===== config.mk =====
export PLATFORM = sky130hd
export DESIGN_NAME = fifo_drain_arbiter
export DESIGN_NICKNAME = d
export VERILOG_FILES = /design/src/rtl/fifo_drain_arbiter.sv
export SDC_FILE = /design/constraint.sdc
export NUM_CORES = 1
export LEC_CHECK = 0
export CORE_MARGIN = 1.5
export CORE_UTILIZATION = 25
export CTS_CLUSTER_DIAMETER = 200
export DETAILED_ROUTE_END_ITERATION = 10
export PLACE_DENSITY_LB_ADDON = 0.15
export SYNTH_ARGS = -nofsm -noshare
export SYNTH_HDL_FRONTEND = slang
export SYNTH_SLANG_ARGS = --single-unit

===== constraint.sdc =====
create_clock -name clk_out -period 4.3 [get_ports clk_out]
set_clock_uncertainty 0.1 [all_clocks]
set_input_delay 0.645 -clock clk_out [delete_from_list [all_inputs] [get_ports clk_out]]
set_output_delay 0.645 -clock clk_out [all_outputs]
set_load 0.05 [all_outputs]

===== src/rtl/fifo_drain_arbiter.sv =====
// Read-side scheduler: drains CH FIFOs one word at a time onto a valid/ready stream, tagging each word with its channel.
// ARB_FIXED_PRIO_EN selects lowest-index priority with drain-until-empty grants instead of round-robin bursts.
module fifo_drain_arbiter #(
  parameter int N     = 8,
  parameter int CH    = 4,
  parameter int CH_W  = 2,
  parameter int BURST = 4
) (
  input  logic              clk_out,
  input  logic              arst,
  input  logic [CH-1:0]     fifo_empty,
  input  logic [CH*N-1:0]   fifo_data,
  output logic [CH-1:0]     fifo_rd,
  output logic              m_valid,
  input  logic              m_ready,
  output logic [N-1:0]      m_data,
  output logic [CH_W-1:0]   m_ch,
  output logic              busy
);

`ifdef ARB_FIXED_PRIO_EN
  localparam bit FIXED_PRIO = 1'b1;
`else
  localparam bit FIXED_PRIO = 1'b0;
`endif

  typedef enum logic [1:0] {IDLE, RD, CAP, OUT} state_t;

  state_t              state, state_nxt;
  logic [CH_W-1:0]     grant, grant_nxt, rr_ptr, rr_ptr_nxt, pick, grant_inc;
  logic [7:0]          burst_cnt, burst_cnt_nxt;
  logic                m_valid_nxt;
  logic [N-1:0]        m_data_nxt;
  logic [CH_W-1:0]     m_ch_nxt;
  logic                any_ne, more;
  logic [CH-1:0][N-1:0] fifo_word;

  assign fifo_word = fifo_data;
  assign any_ne    = ~&fifo_empty;
  assign busy      = (state != IDLE);
  assign grant_inc = (grant == CH_W'(CH - 1)) ? '0 : grant + CH_W'(1);

  // Read strobe is purely decoded so reset kills it without waiting for a clock.
  for (genvar k = 0; k < CH; k++) begin : g_rd
    assign fifo_rd[k] = (state == RD) && (grant == CH_W'(k)) && !fifo_empty[k];
  end

  // Rotating search from rr_ptr; rr_ptr stays 0 in fixed-priority mode, which
  // turns the same search into lowest-index-wins.
  always_comb begin
    logic            found;
    logic [CH_W:0]   sum;
    logic [CH_W-1:0] idx;
    pick  = '0;
    found = 1'b0;
    sum   = '0;
    idx   = '0;
    for (int i = 0; i < CH; i++) begin
      sum = {1'b0, rr_ptr} + (CH_W + 1)'(i);
      if (sum >= (CH_W + 1)'(CH)) sum = sum - (CH_W + 1)'(CH);
      idx = sum[CH_W-1:0];
      if (!found && !fifo_empty[idx]) begin
        found = 1'b1;
        pick  = idx;
      end
    end
  end

  assign more = FIXED_PRIO ? !fifo_empty[grant]
                           : (burst_cnt < 8'(BURST)) && !fifo_empty[grant];

  always_comb begin
    state_nxt     = state;
    grant_nxt     = grant;
    rr_ptr_nxt    = rr_ptr;
    burst_cnt_nxt = burst_cnt;
    m_valid_nxt   = m_valid;
    m_data_nxt    = m_data;
    m_ch_nxt      = m_ch;
    case (state)
      IDLE: if (any_ne) begin
        grant_nxt     = pick;
        burst_cnt_nxt = '0;
        state_nxt     = RD;
      end
      RD: if (fifo_empty[grant]) begin
        rr_ptr_nxt = FIXED_PRIO ? '0 : grant_inc;
        state_nxt  = IDLE;
      end else begin
        state_nxt = CAP;
      end
      CAP: begin
        m_data_nxt    = fifo_word[grant];
        m_ch_nxt      = grant;
        m_valid_nxt   = 1'b1;
        burst_cnt_nxt = burst_cnt + 8'd1;
        state_nxt     = OUT;
      end
      OUT: if (m_valid && m_ready) begin
        m_valid_nxt = 1'b0;
        if (more) begin
          state_nxt = RD;
        end else begin
          rr_ptr_nxt = FIXED_PRIO ? '0 : grant_inc;
          state_nxt  = IDLE;
        end
      end
      default: state_nxt = IDLE;
    endcase
  end

  always_ff @(posedge clk_out or posedge arst) begin
    if (arst) begin
      state     <= IDLE;
      grant     <= '0;
      rr_ptr    <= '0;
      burst_cnt <= '0;
      m_valid   <= 1'b0;
      m_data    <= '0;
      m_ch      <= '0;
    end else begin
      state     <= state_nxt;
      grant     <= grant_nxt;
      rr_ptr    <= rr_ptr_nxt;
      burst_cnt <= burst_cnt_nxt;
      m_valid   <= m_valid_nxt;
      m_data    <= m_data_nxt;
      m_ch      <= m_ch_nxt;
    end
  end

endmodule


==> results.tsv <==
stage	metric	value	unit
critical_path	slowest stage delay, CP	830	ps
timing	relative slew slack	0.346	
worst_hold_path	Worst Hold Launch	m_data[4]$_DFFE_PP0P_	
global_route	vias in the first global route	1262	
synth	multiplexer share of the synthesized area	0.164	
critical_path	setup slack, reg-to-reg	2070	ps
cells_and_area	Finished Core Util	0.381	
pwr	Sw Share	0.471	
timing	Post-Route Setup TNS	0	ps
timing	setup violators final	0	
global_route	largest net degree at the start of global routing	26	
critical_path	worst r2r src	grant[0]$_DFFE_PP0P_	
clock_tree	CTS clk-pin slew, worst paths	90	ps
critical_path	FF-to-FF path depth	3	
synth	Post-Syn Instances	157	
timing	Max Clock Freq	320	MHz
routing	Post-route DRC	0	
critical_path	worst setup path startpoint	grant[0]$_DFFE_PP0P_	
global_route	GRT overflow	0	
timing	Worst Tran Pin Value	979	ps
timing	Final WS setup	1170	ps
synth	Yosys reg bits	25	
clock_tree	worst skew pair latency	270	ps
global_route	initial antenna violation count	0	
routing	Detailed Routing Iterations Pass 1	4	
cells_and_area	diodes inserted	0	
timing	final slew viol count	0	
floorplan	die width	80.3	microns
cells_and_area	Multi-input gate area	806	sq um
pwr	Internal	0.699	mW
synth	Avg Cell Area, Syn	9.51	sq um
floorplan	die extent in y	80.3	microns
timing	Final Cycle Share	0.728	
synth	synth warn	0	
clock_tree	CTS Buf Count	3	
critical_path	crit-path cells	ha_1 -> nor3b_1 -> clkdlybuf4s50_1	
place	RD Place Congestion	0.716	
critical_path	Startpoint Class	flip-flop	
cells_and_area	Finished Cell Area	2150	sq um
global_route	first-pass GRT wire length	6180	microns
floorplan	Initial Util	0.265	
job	Max-Cap Viols	0	
critical_path	Worst R2R End	rr_ptr[0]$_DFFE_PP0P_	
cells_and_area	Layout fillers	564	
place	Cell Area, Placed	2100	sq um
routing	WL/cell	13.6	microns
synth	Yosys cell types	32	
synth	post-synthesis sequential area ratio	0.419	
synth	largest family of logic cells by synthesized area	simple AND/OR/NAND/NOR gates	
synth	XOR/XNOR Fraction of Synth Area	0.00587	
critical_path	CP Data Arrival Time	2380	ps
clock_tree	post-CTS setup buffers	0	
synth	Post-Synth Adder-Cell Area	0.0419	
global_route	GRT Resource Usage Total	0.125	
floorplan	Ports	55	
clock_tree	Max clock buf depth	2	
critical_path	cell family with most CP delay	buffers and inverters	
cells_and_area	fraction of layout cells with a size suffix above 1	0.0766	
floorplan	row count	27	
routing	initial DRC count	43	
cells_and_area	Non-Filler Instances	281	
pwr	Seq pwr share	0.336	
pwr	PnR Total Power	1.32	mW
synth	Compound-Gate Fraction of Synth Area	0.108	
pwr	clock network fraction of design power	0.110	
clock_tree	PostCTS Resize Cnt	0	
worst_hold_path	Hold Crit Class	reg2reg	
floorplan	total core area	5640	sq um
pwr	Gate power share	0.555	
routing	via density per instance	4.57	
cells_and_area	Layout area overhead	43.9	%
timing	fin crit period	3130	ps
critical_path	Crit-path slowest cell	clkdlybuf4s50_1	
synth	Post-Synth Simple-Gate Area	0.220	
clock_tree	CTS tree	yes	
synth	post-synthesis net count	201	
critical_path	CP Class	reg2out	
critical_path	critical path buffer and inverter count	1	
critical_path	Max FO, Critical Path	14	
clock_tree	clock sink count	25	
critical_path	critical path depth	3	
floorplan	Die Area	6440	sq um
routing	vias post-DR	1284	
timing	unrepaired setup endpoints after global routing	no	
cells_and_area	Register Area	626	sq um
synth	synthesized area	1490	sq um
routing	DRT antenna net count	0	
timing	Hold Violations, Final	0	
place	pre-CTS setup slack	1230	ps
place	detailed placement HPWL	2980	microns
routing	Routed WL	3820	microns
pwr	Cell Pwr Density	615	nW/um^2
place	port buffer count	54	
clock_tree	# hold bufs at CTS	0	
pwr	Worst IR Drop VDD	0.195	mV
clock_tree	# H-tree levels	1	
clock_tree	CTS Root Cell	clkbuf_8	
critical_path	CP Capture Point	fifo_rd[3]	
pwr	Switch Pwr	0.623	mW
pwr	leakage power	0.914	nW
outcome	status	complete, no violations	
place	Placed Cells	277	
critical_path	CP required	3560	ps
critical_path	Crit. End Element	output port	
timing	Hold Slack	381	ps
cells_and_area	final net count	254	
==> sequential cells by signal, summed over array words and instances, names as in the netlist, named ones only <==
| register | cells |
|---|---|
| grant | 2 |
| rr_ptr | 2 |
| m_ch | 2 |
| state | 1 |
| burst_cnt | 8 |
| m_data | 8 |
| m_valid | 1 |
==> worst min-delay path by stage <==
stage,endpoint,cells past startpoint
3_5_place_dp,m_data[4]$_DFFE_PP0P_,2
3_3_place_gp,m_data[5]$_DFFE_PP0P_,2
2_1_floorplan,burst_cnt[7]$_DFFE_PP0P_,1
4_1_cts,m_data[4]$_DFFE_PP0P_,2
6_report,m_data[4]$_DFFE_PP0P_,2
5_1_grt,m_data[4]$_DFFE_PP0P_,2
==> cells in the mapped netlist (all sizes together) <==
| cell | n | area [sq um] |
|---|---|---|
| nand2 | 45 | 169 |
| ha | 5 | 62.6 |
| nand2b | 4 | 25.0 |
| a21boi | 1 | 7.51 |
| nor2b | 2 | 12.5 |
| o21ai | 9 | 45.0 |
| inv | 8 | 30.0 |
| mux4 | 9 | 203 |
| o31ai | 1 | 7.51 |
| o221ai | 2 | 17.5 |
| clkbuf | 3 | 11.3 |
| o211ai | 1 | 12.5 |
| nand4 | 3 | 18.8 |
| nor4 | 1 | 6.26 |
| o22a | 1 | 8.76 |
| buf | 4 | 20.0 |
| a21o | 1 | 7.51 |
| mux2i | 2 | 20.0 |
| o22ai | 1 | 6.26 |
| o211a | 1 | 10.0 |
| nand3 | 4 | 20.0 |
| nor3b | 4 | 30.0 |
| mux2 | 2 | 22.5 |
| and3 | 1 | 6.26 |
| a21oi | 4 | 20.0 |
| nor3 | 2 | 10.0 |
| nor2 | 8 | 30.0 |
| a2111oi | 1 | 8.76 |
| a22o | 1 | 10.0 |
| dfrtp | 25 | 626 |
| xor2 | 1 | 8.76 |
==> placed cells by master, fill, tap and decap left out, drive strengths merged, types with 5 or more instances in the layout <==
master / count
clkdlybuf4s50: 54
nand2: 45
dfrtp: 25
mux4: 9
o21ai: 9
nor2: 8
inv: 8
ha: 5
==> tightest hold or removal path, cell delays in order, from the launching register on <==
cell and delay [ps]:
dfrtp_1 350, nand2_1 50, nand2_1 50
==> power by group through the flow <==
| stage | clock (mW) | combinational (mW) | sequential, mW |
|---|---|---|---|
| 4_1_cts | 0.151 | 0.744 | 0.446 |
| 5_1_grt | 0.160 | 0.800 | 0.463 |
| 3_3_place_gp | 0 | 0.746 | 0.452 |
| 2_1_floorplan | 0 | 0.393 | 0.559 |
| 6_report | 0.145 | 0.733 | 0.444 |
| 3_5_place_dp | 0 | 0.742 | 0.450 |
==> metal layers <==
layer / global-route usage / up-vias / wire (microns)
li1: - / 651 / -
met1: 0.166 / 610 / 1790
met2: 0.206 / 21 / 1900
met3: 0.0170 / 2 / 99
met4: 0.0483 / 0 / 39
met5: 0 / - / 0
==> area by class of cell <==
cell class                      count  share of cell area
Inverter                            8              0.0140
Multi-Input combinational cell    117               0.375
Clock buffer                        3              0.0192
Timing Repair Buffer               55               0.255
Sequential cell                    25               0.291
Tap cell                           72              0.0419
Clock inverter                      1             0.00349
==> cells by family after synthesis <==
logic type	Yosys count
flops	25
mux	13
buf+inv	15
simple gates	74
xor+xnor	1
compound gates	24
fa+ha+maj	5
(Power assumes the default switching activity.)
